[src/rtl/mux_2x1_pkg.sv]
// Shared defaults and select encoding for the mux_2x1 slice.
// The output register is built only when MUX2X1_OUT_REG_EN is defined (see mux_2x1.sv).
package mux_2x1_pkg;

    localparam int unsigned DEF_WIDTH = 1;
    localparam int unsigned DEF_CNT_W = 16;

    typedef enum logic {
        SEL_A = 1'b0,
        SEL_B = 1'b1
    } sel_e;

endpackage

[src/rtl/mux_2x1_sat_cnt.sv]
// Saturating up-counter with synchronous clear and asynchronous active-high reset.
// The clear input takes priority over increment; the count never wraps past all-ones.
module mux_2x1_sat_cnt #(
    parameter int unsigned W = 16
) (
    input  logic         clk,
    input  logic         rst,
    input  logic         clr,
    input  logic         inc,
    output logic [W-1:0] cnt
);

    logic [W-1:0] cnt_q;
    logic [W-1:0] cnt_d;

    always_comb begin
        cnt_d = cnt_q;
        if (clr) begin
            cnt_d = '0;
        end else if (inc && (cnt_q != '1)) begin
            cnt_d = cnt_q + 1'b1;
        end
    end

    always_ff @(posedge clk or posedge rst) begin
        if (rst) begin
            cnt_q <= '0;
        end else begin
            cnt_q <= cnt_d;
        end
    end

    assign cnt = cnt_q;

endmodule

[src/rtl/mux_2x1.sv]
// 2:1 mux with optional registered output and per-input saturating transfer counters.
// Define MUX2X1_OUT_REG_EN to register out_q/out_valid; otherwise they pass through combinationally.
module mux_2x1
    import mux_2x1_pkg::*;
#(
    parameter int unsigned WIDTH = DEF_WIDTH,
    parameter int unsigned CNT_W = DEF_CNT_W
) (
    input  logic             clk,
    input  logic             rst,
    input  logic             select,
    input  logic [WIDTH-1:0] a,
    input  logic [WIDTH-1:0] b,
    input  logic             in_valid,
    input  logic             cnt_clr,
    output logic [WIDTH-1:0] out,
    output logic [WIDTH-1:0] out_q,
    output logic             out_valid,
    output logic [CNT_W-1:0] cnt_a,
    output logic [CNT_W-1:0] cnt_b
);

    sel_e sel;
    assign sel = sel_e'(select);

    // Unknown select resolves to zero in simulation rather than propagating X.
    always_comb begin
        case (sel)
            SEL_A:   out = a;
            SEL_B:   out = b;
            default: out = '0;
        endcase
    end

`ifdef MUX2X1_OUT_REG_EN
    logic [WIDTH-1:0] data_q;
    logic [WIDTH-1:0] data_d;
    logic             valid_q;
    logic             valid_d;

    always_comb begin
        data_d  = data_q;
        valid_d = in_valid;
        if (in_valid) begin
            data_d = out;
        end
    end

    always_ff @(posedge clk or posedge rst) begin
        if (rst) begin
            data_q  <= '0;
            valid_q <= 1'b0;
        end else begin
            data_q  <= data_d;
            valid_q <= valid_d;
        end
    end

    assign out_q     = data_q;
    assign out_valid = valid_q;
`else
    assign out_q     = out;
    assign out_valid = in_valid;
`endif

    logic inc_a;
    logic inc_b;

    assign inc_a = in_valid && (sel == SEL_A);
    assign inc_b = in_valid && (sel == SEL_B);

    mux_2x1_sat_cnt #(
        .W (CNT_W)
    ) u_cnt_a (
        .clk (clk),
        .rst (rst),
        .clr (cnt_clr),
        .inc (inc_a),
        .cnt (cnt_a)
    );

    mux_2x1_sat_cnt #(
        .W (CNT_W)
    ) u_cnt_b (
        .clk (clk),
        .rst (rst),
        .clr (cnt_clr),
        .inc (inc_b),
        .cnt (cnt_b)
    );

endmodule

[config.mk]
export PLATFORM = sky130hd
export DESIGN_NAME = mux_2x1
export DESIGN_NICKNAME = d
export VERILOG_FILES = /design/src/rtl/mux_2x1_pkg.sv /design/src/rtl/mux_2x1_sat_cnt.sv /design/src/rtl/mux_2x1.sv
export SDC_FILE = /design/constraint.sdc
export NUM_CORES = 1
export LEC_CHECK = 0
export BUFFER_PORTS_ARGS = -buffer_cell sky130_fd_sc_hd__clkbuf_2
export CAP_MARGIN = 10
export CORE_MARGIN = 3
export CORE_UTILIZATION = 29
export DETAILED_ROUTE_END_ITERATION = 10
export GPL_TIMING_DRIVEN = 0
export SLEW_MARGIN = 25
export SYNTH_ARGS = -nofsm -noshare
export SYNTH_HDL_FRONTEND = slang
export SYNTH_SLANG_ARGS = --single-unit
[constraint.sdc]
create_clock -name clk -period 2.1 [get_ports clk]
set_clock_uncertainty 0.1 [all_clocks]
set_input_delay 0.315 -clock clk [delete_from_list [all_inputs] [get_ports clk]]
set_output_delay 0.315 -clock clk [all_outputs]
set_load 0.02 [all_outputs]
# Word level (Yosys, flattened, before mapping)
# Index checks and enable logic that the tools add are counted.
[totals] word_cells=18 out_inout_bits=35 ram_bits=0 reg_bits=32 latch_bits=0 romBits=0 in_bits=7 mem_count=0
[op_classes] shifts=0 mul=0 add_sub_neg=2 n_div=0 order_cmp=0 eq_ne=2 bitwise=1 n_mux=5 reduce_logical=6
[ops] operator="$mux W16" n=4
[ops] operator="$add A16 B1 Y16 const B" n=2
[ops] operator="$ne A16 B16 Y1 const B" n=2
[ops] operator="$logic_and A1 B1 Y1" n=4
[ops] operator="$reduce_bool A2 Y1" n=2
[ops] operator="$pmux W1 S2" n=1
[ops] operator="$not A1 Y1" n=1

# Logic depth before layout (Yosys ltp)
# Gate-level depths: netlist of the first run.
[depth] ltp_word=5 mapped_depth=7 ltp_nobuf=5

# By module
# From an unflattened synthesis of the first run, not the netlist that was laid out.
[hier_totals] cells_unflattened=207 area_unflattened_um2=1910.6
[by_module_without_submodules] mod="mux_2x1_sat_cnt" seq_area_each_um2=400.4 instances=2 area_per_inst_um2=932.1 cells_per_inst=101
[by_module_without_submodules] mod="mux_2x1" seq_area_each_um2=0.0 instances=1 area_per_inst_um2=46.3 cells_per_inst=5

# Worst setup path after synthesis of the first run
# OpenSTA, ideal clock, no wires.
[synth_path] path_kind="register -> register" start="register u_cnt_a.cnt_q[0], in the netlist u_cnt_a.cnt[0]" end="register u_cnt_a.cnt_q[0], in the netlist u_cnt_a.cnt[0]" slack_ns=0.089 setup_time_ns=0.128 path_stages_with_launch=6 path_buffers=0 t_required_ns=1.872 t_arrival_ns=1.784 synth_period_minus_slack_ns=2.011 cell_sequence="dfrtp_1 ha_1 nand4_1 nor4_4 nor3b_1 mux2_1"
[synth_via] elab_chain_len=3 elab_cells_between_ends=6 cone_classes="add/sub (1); eq/ne (1); mux (2); reduce/logical (2)"
[synth_rtl] element="start: declaration" line_no="mux_2x1_sat_cnt.sv:13" text="logic [W-1:0] cnt_q;"
[synth_rtl] element="start signal: assignment" line_no="mux_2x1_sat_cnt.sv:29" text="cnt_q <= cnt_d;"
[synth_rtl] element="$add A16 B1 Y16 / $ne A16 B16 Y1 (equally long branches)" line_no="mux_2x1_sat_cnt.sv:21, mux_2x1_sat_cnt.sv:20"
[synth_rtl] element="$mux W16 / $logic_and A1 B1 Y1 (equally long branches)" line_no="mux_2x1_sat_cnt.sv:20" text="end else if (inc && (cnt_q != '1)) begin"
[synth_rtl] element="$mux W16 / $reduce_bool A2 Y1 (equally long branches)"
# Several ways; a longest one is shown, not always the timed one. The select of a mux whose other input is x is not followed.
# A chain may end at the register's enable or synchronous reset.

# Worst setup path in the final report of the first run
[layout_path] start="register u_cnt_b.cnt_q[0], in the netlist u_cnt_b.cnt[0]" end="register u_cnt_b.cnt_q[9], in the netlist u_cnt_b.cnt[9]"
[layout_via] elab_chain_len=3 elab_cells_between_ends=6 cone_classes="add/sub (1); eq/ne (1); mux (2); reduce/logical (2)"
[layout_rtl] element="start: declaration" line_no="mux_2x1_sat_cnt.sv:13"
[layout_rtl] element="start signal: assignment" line_no="mux_2x1_sat_cnt.sv:29"
[layout_rtl] element="$add A16 B1 Y16 / $ne A16 B16 Y1 (equally long branches)" line_no="mux_2x1_sat_cnt.sv:21, mux_2x1_sat_cnt.sv:20"
[layout_rtl] element="$mux W16 / $logic_and A1 B1 Y1 (equally long branches)" line_no="mux_2x1_sat_cnt.sv:20"
[layout_rtl] element="$mux W16 / $reduce_bool A2 Y1 (equally long branches)"
# Several ways; a longest one is shown, not always the timed one. The select of a mux whose other input is x is not followed.

==> results.py, run 1 <==
metrics = {
    "synth": {
        "synth_top_area_share_pct": 41.3,
        "synthAdderAreaFrac_pct": 1.29,
        "yosys-top-cells-area": "dfrtp_1 (41%), a21oi_1 (6.7%), or4_1 (4.6%)",
        "ys_ff_latch": 32,
        "synthMuxAreaShare_pct": 3.42,
        "async_flop_share_pct": 100,
        "syn_avg_cell_area_um2": 9.59,
        "synth_top_area_cell": "dfrtp_1",
        "yosysSeqAreaShare_pct": 41.3,
        "synth_common_cells": "dfrtp_1 (32), a21oi_1 (26), nand3_1 (14), or4_1 (12), o31ai_1 (11)",
        "yosys_most_used_dff": "dfrtp_1",
        "synth-compound-area-share_pct": 17.4,
        "synth_xor_area_share_pct": 0,
        "ys_warn_count": 0,
        "netlist_instances": 202,
        "synth_top_family_by_area": "simple AND/OR/NAND/NOR gates",
        "synth_simple_gate_area_share_pct": 32.2,
        "syn_area_um2": 1940,
        "syn-num-nets": 211,
        "synth.distinct_cells": 48,
        "synth.most_common_cell": "dfrtp_1",
        "synth_edf_count": 0,
    },
    "timing": {
        "hold_viol_final": 0,
        "setup_viol": 0,
        "fin_crit_ns": 2.00,
        "rsz0062_at_grt": "false",
        "relSlewSlack_pct": 52.2,
        "worst_pin_slew_ns": 0.716,
        "holdWs_ns": 0.0320,
        "post-route-period-util_pct": 95.2,
        "max_freq_mhz": 500,
        "drv_slew": 0,
    },
    "pwr": {
        "power_frac_comb_pct": 6.5,
        "p_sw_share_pct": 24.0,
        "p_int_mw": 0.913,
        "ir_drop_v": 0.000296,
        "p_leak_nw": 1.04,
        "seq_power_share_pct": 52.1,
        "clock_power_share_pct": 41.4,
        "p_per_area_nw_per_um2": 507,
        "p_switching_mw": 0.288,
    },
    "grt": {
        "grt_overflow_total": 0,
        "antenna_found_initial": 0,
        "grt_pass1_wl_um": 8400,
        "grtUsageTotal_pct": 13.6,
        "grt_start_max_net_pins": 33,
        "grt_pass1_vias": 1736,
    },
    "drt": {
        "wl_met1_um": 2430,
        "wl_um": 5020,
        "vias": 1817,
        "wl_met3_um": 176,
        "wl_per_cell_um": 15.2,
        "highest_layer": "met4",
        "firstDrtPassIters": 4,
        "first_iter_violations": 122,
        "drc": 0,
        "wl_met2_um": 2370,
        "ant_nets": 0,
        "vias_per_cell": 5.49,
    },
    "critical_path": {
        "cp-start-kind": "flip-flop",
        "worst_r2r_startpoint": "u_cnt_b.cnt[0]$_DFFE_PP0P_",
        "crit_start": "u_cnt_b.cnt[0]$_DFFE_PP0P_",
        "critPathCaptureType": "flip-flop",
        "cp.arrival_ns": 2.10,
        "path_class": "flip-flop to flip-flop",
        "worst-path-max-fanout": 9,
        "cp.required_ns": 2.20,
    },
    "cts": {
        "cts_tree": "built",
        "cts-root-buf": "clkbuf_8",
        "numCtsBuffers": 5,
        "worstSkewPairLatency_ns": 0.28,
        "cts_max_path_buffers": 2,
        "ctsHtreeMaxLevel": 2,
        "clk_pin_slew_worst_paths_ns": 0.07,
        "ctsHoldBuffers": 0,
        "cts.sinks": 32,
    },
    "die": {
        "start_util_pct": 30.2,
        "die_h_um": 87.8,
        "io_pins": 42,
        "die_w_um": 87.8,
        "die-area_um2": 7700,
        "num_rows": 29,
        "coreArea_um2": 6420,
    },
    "finish": {
        "diodes": 0,
        "final_layout_size_suffix_gt1_share_pct": 28.0,
        "area_delta_synth_final_pct": 22.2,
        "final_nets": 262,
        "utilization_pct": 36.9,
    },
    "placed_design": {
        "port_buffers": 40,
        "dpl.hpwl_um": 3570,
        "place_congestion": 0.775,
    },
    "run": {
        "max-cap-violations": 0,
    },
    "worst_hold_path": {
        "min-delay-path-class": "input port to asynchronous set/reset pin",
    },
    "outcome": {
        "outcome": "completed",
    },
}
[per-layer routing]
metal,GRT usage (%),vias up
met5,0,-
met4,4.88,0
met1,17.7,888
met2,21.7,37
met3,3.57,4
li1,-,888
[path summary, 6_finish.rpt]
kind	to	slack (ns)	depth (start not counted)
max in group asynchronous	u_cnt_a.cnt[9]$_DFFE_PP0P_	1.41	2
min	u_cnt_a.cnt[1]$_DFFE_PP0P_	0.03	2
min reg2reg	u_cnt_b.cnt[8]$_DFFE_PP0P_	0.48	1
min in group clk	u_cnt_b.cnt[14]$_DFFE_PP0P_	0.39	4
max	u_cnt_b.cnt[9]$_DFFE_PP0P_	0.10	6
max reg2reg	u_cnt_b.cnt[9]$_DFFE_PP0P_	0.10	6
[final cells by class]
cell class | count | area [um^2]
multi-input combinational | 153 | 1060
tap | 77 | 96.3
buffer | 11 | 63.8
sequential | 32 | 801
inverter | 6 | 22.5
timing repair buffer | 44 | 230
clock buffer | 8 | 90.1
fill | 658 | 4050
[worst max-delay path: stages (launching register included)]
cell and delay, ns:
dfrtp_1 0.42, ha_2 0.23, nand4_4 0.14, and4b_1 0.20, buf_2 0.16, or4_1 0.50, a21oi_1 0.16
[cell families after synthesis]
family,count (synthesis)
mux,6
fa+ha+maj,2
flops,32
compound gates,55
simple gates,90
buf+inv,17
[cell usage in the layout, fill, tap and decap left out, types with 2 or more instances in the layout]
cell type | Yosys | layout
buf_2 | 4 | 3
a211oi_1 | 3 | 3
and3_1 | 2 | 2
o21ai_0 | 7 | 7
nand4_2 | 3 | 2
nor4_4 | 2 | 2
or4_1 | 12 | 12
o41ai_1 | 2 | 2
nand4_1 | 6 | 6
nand3_1 | 14 | 14
dfrtp_1 | 32 | 32
and4b_1 | 2 | 2
clkbuf_2 | 0 | 40
clkbuf_8 | 0 | 6
nand2_1 | 8 | 8
nor2_1 | 6 | 6
nand2b_1 | 3 | 3
and4_4 | 2 | 2
o31ai_1 | 11 | 11
or3_1 | 7 | 7
buf_4 | 2 | 6
mux2_1 | 4 | 4
nor3_1 | 3 | 3
clkbuf_1 | 4 | 6
inv_1 | 6 | 5
nor2b_1 | 4 | 4
and4_1 | 3 | 3
a21oi_1 | 26 | 26
or2_1 | 2 | 2
[power by group through the flow]
stage,Clock [mW],Combinational [mW],Sequential [mW]
after floorplan,0,0.0482,0.641
after global placement,0,0.0785,0.637
final,0.497,0.0783,0.626
after CTS,0.508,0.0803,0.626
after detailed placement,0,0.0801,0.637
after global routing,0.532,0.0880,0.626
[metrics by stage]
step	area [um^2]	cells	setup slack, ns	power (mW)	setup TNS [ns]
after floorplan	1940	202	0.0889	0.690	0
after global placement	2230	319	0.00950	0.716	0
after detailed placement	2230	319	-0.0305	0.718	-0.0305
after CTS	2320	327	0.0300	1.21	0
after global routing	2370	331	0.0325	1.25	0
final	2370	331	0.101	1.20	0
[flip-flops by register name, summed over array words and instances (netlist names)]
name,count
u_cnt_b.cnt,16
u_cnt_a.cnt,16
[what timing repair did]
| action | CTS | global route |
|---|---|---|
| resized for setup | 0 | 3 |
| setup endpoints to repair | 1 | 10 |
| buffers inserted | 0 | 4 |
| pin swaps | 1 | 1 |
Power figures use the tool's default switching activity.
==> inputs of run 2 (changes only) <==
--- a/config.mk
+++ b/config.mk
@@ -7,6 +7,7 @@
 export LEC_CHECK = 0
 export BUFFER_PORTS_ARGS = -buffer_cell sky130_fd_sc_hd__clkbuf_2
 export CAP_MARGIN = 10
+export CORE_ASPECT_RATIO = 0.7
 export CORE_MARGIN = 3
 export CORE_UTILIZATION = 29
 export DETAILED_ROUTE_END_ITERATION = 10
==> constraint.sdc (replaced) <==
create_clock -name clk -period 2.1 [get_ports clk]
set_clock_uncertainty 0.1 [all_clocks]
set_input_delay 0.21 -clock clk [delete_from_list [all_inputs] [get_ports clk]]
set_output_delay 0.21 -clock clk [all_outputs]
set_load 0.02 [all_outputs]
==> results.py, run 2 (synthesis gave the netlist of run 1 again) <==
metrics = {
    "outcome": {
        "outcome": "completed",
    },
    "placed_design": {
        "dpl_cell_area_um2": 2250,
        "place_congestion": 0.780,
        "port_buffers": 40,
        "dp_slack_ns": -0.0127,
        "dpl.hpwl_um": 3720,
    },
    "timing": {
        "relSlewSlack_pct": 53.3,
        "post-route-period-util_pct": 94.7,
        "setup_slack_ns": 0.111,
        "worst_pin_slew_ns": 0.699,
        "setup_viol": 0,
        "hold_viol_final": 0,
        "fin_crit_ns": 1.99,
        "max_freq_mhz": 503,
        "drv_slew": 0,
    },
    "grt": {
        "antenna_found_initial": 0,
        "grt_pass1_wl_um": 8820,
        "grt_start_max_net_pins": 33,
        "grt_overflow_total": 0,
        "grt_pass1_vias": 1709,
        "grtUsageTotal_pct": 14.4,
    },
    "drt": {
        "first_iter_violations": 90,
        "drc": 0,
        "vias_per_cell": 5.24,
        "vias": 1835,
        "ant_nets": 0,
        "wl_um": 5180,
        "firstDrtPassIters": 4,
        "wl_per_cell_um": 14.8,
    },
    "critical_path": {
        "worst-r2r-setup-slack_ns": 0.11,
        "cp-start-kind": "flip-flop",
        "crit_path_cell_trace": "ha_2 -> nand4_4 -> and4b_1 -> buf_2 -> or4_1 -> a21oi_1",
        "path_class": "flip-flop to flip-flop",
        "cp.arrival_ns": 2.10,
        "r2r_end": "u_cnt_b.cnt[9]$_DFFE_PP0P_",
        "critPathCaptureType": "flip-flop",
        "cp_slowest_stage_delay_ns": 0.51,
        "ff2ff_path_depth": 6,
        "worst-path-max-fanout": 9,
        "worst_r2r_startpoint": "u_cnt_b.cnt[1]$_DFFE_PP0P_",
        "cp.required_ns": 2.21,
        "crit_slowest_cell": "or4_1",
    },
    "pwr": {
        "ir_drop_v": 0.000268,
        "clock_power_share_pct": 41.4,
        "p_per_area_nw_per_um2": 499,
        "seq_power_share_pct": 51.6,
        "power_frac_comb_pct": 7.0,
        "p_leak_nw": 1.07,
        "p_switching_mw": 0.301,
        "p_sw_share_pct": 24.8,
        "p_int_mw": 0.911,
    },
    "cts": {
        "cts_tree": "built",
        "ctsHtreeMaxLevel": 2,
        "numCtsBuffers": 5,
        "worstSkewPairLatency_ns": 0.29,
        "clk_pin_slew_worst_paths_ns": 0.07,
        "cts-root-buf": "clkbuf_8",
        "cts.sinks": 32,
        "cts_max_path_buffers": 2,
    },
    "finish": {
        "utilization_pct": 38.3,
        "area_delta_synth_final_pct": 25.3,
        "final_common_cell": "clkbuf_2",
        "final_nets": 267,
        "diodes": 0,
        "design_area_um2": 2430,
        "fill_cells": 654,
        "final_layout_size_suffix_gt1_share_pct": 29.7,
        "final_cell_mix": "clkbuf_2 (40), dfrtp_1 (32), a21oi_1 (26), nand3_1 (14), or4_1 (12)",
    },
    "die": {
        "io_pins": 42,
        "num_rows": 24,
        "coreArea_um2": 6340,
        "die_w_um": 104,
        "die_h_um": 74.4,
        "die-area_um2": 7720,
        "start_util_pct": 30.6,
    },
    "worst_hold_path": {
        "min-delay-path-class": "input port to flip-flop",
        "holdPathEnd": "u_cnt_b.cnt[2]$_DFFE_PP0P_",
        "worstHoldStart": "in_valid",
        "min_path_cells": 4,
    },
    "run": {
        "max-cap-violations": 0,
    },
}
-- run 2: cell types whose count changed in the layout (fill, tap and decap cells not counted), sizes merged --
cell,before,now
buf,10,14
dlygate4sd3,0,1
clkinv,0,2
clkbuf,53,51
-- run 2: area by class of cell --
type	count	area [um^2]	area share, %
Clock inverter	2	10.0	0.412
Clock buffer	6	82.6	3.40
Multi-Input combinational cell	153	1060	43.8
Sequential cell	32	801	33.0
Timing Repair Buffer	49	270	11.1
Inverter	6	22.5	0.927
Buffer	11	63.8	2.63
Tap cell	91	114	4.69
-- run 2: timing repair --
item,CTS,global route
endpoints found under the hold margin,32,0
endpoints found under the setup margin,1,11
resized for setup,0,3
hold buffers,1,0
buffers inserted,0,8
pin swaps,1,1
-- run 2: stage by stage --
stage          hold slack [ns]  total power, mW  instances  setup TNS (ns)
2_1_floorplan            0.226            0.690        202               0
3_3_place_gp             0.478            0.717        333               0
5_1_grt                  0.319             1.27        350        -0.00298
4_1_cts                  0.277             1.22        342               0
3_5_place_dp             0.257            0.719        333         -0.0127
6_report                 0.283             1.21        350               0
-- run 2: worst max path at each step --
| stage | start | end | slack, ns | cells past startpoint |
|---|---|---|---|---|
| final | u_cnt_b.cnt[1]$_DFFE_PP0P_ | u_cnt_b.cnt[9]$_DFFE_PP0P_ | 0.11 | 6 |
| after global placement | u_cnt_a.cnt[0]$_DFFE_PP0P_ | u_cnt_a.cnt[0]$_DFFE_PP0P_ | 0.01 | 5 |
| after floorplan | u_cnt_a.cnt[0]$_DFFE_PP0P_ | u_cnt_a.cnt[0]$_DFFE_PP0P_ | 0.09 | 5 |
| after detailed placement | u_cnt_a.cnt[0]$_DFFE_PP0P_ | u_cnt_a.cnt[0]$_DFFE_PP0P_ | -0.01 | 5 |
| after global routing | u_cnt_a.cnt[0]$_DFFE_PP0P_ | u_cnt_a.cnt[3]$_DFFE_PP0P_ | -0.002 | 7 |
| after CTS | u_cnt_b.cnt[0]$_DFFE_PP0P_ | u_cnt_b.cnt[9]$_DFFE_PP0P_ | 0.006 | 6 |
-- run 2: power groups by stage --
stage                     logic (mW)  registers (mW)  clock network (mW)
after global routing          0.0966           0.625               0.546
after global placement        0.0794           0.637                   0
after floorplan               0.0482           0.641                   0
after detailed placement      0.0813           0.638                   0
after CTS                     0.0830           0.626               0.515
final                         0.0853           0.625               0.502
-- run 2: critical path, delay by kind of cell, from the launching register on --
family                   cells  cell delay (ns)
adder cells (fa/ha/maj)      1             0.21
buffers and inverters        1             0.17
flip-flops                   1             0.41
AO/OA/AOI/OAI                1             0.15
AND/OR/NAND/NOR              3             0.86
-- run 2: per-layer routing --
metal  part of all wire [%]  GRT usage (%)  wire length, um
met5                      0              0                0
met4                    1.6           6.05               82
met3                    5.2           3.99              267
met2                     39           19.3             2040
met1                     54           21.4             2790
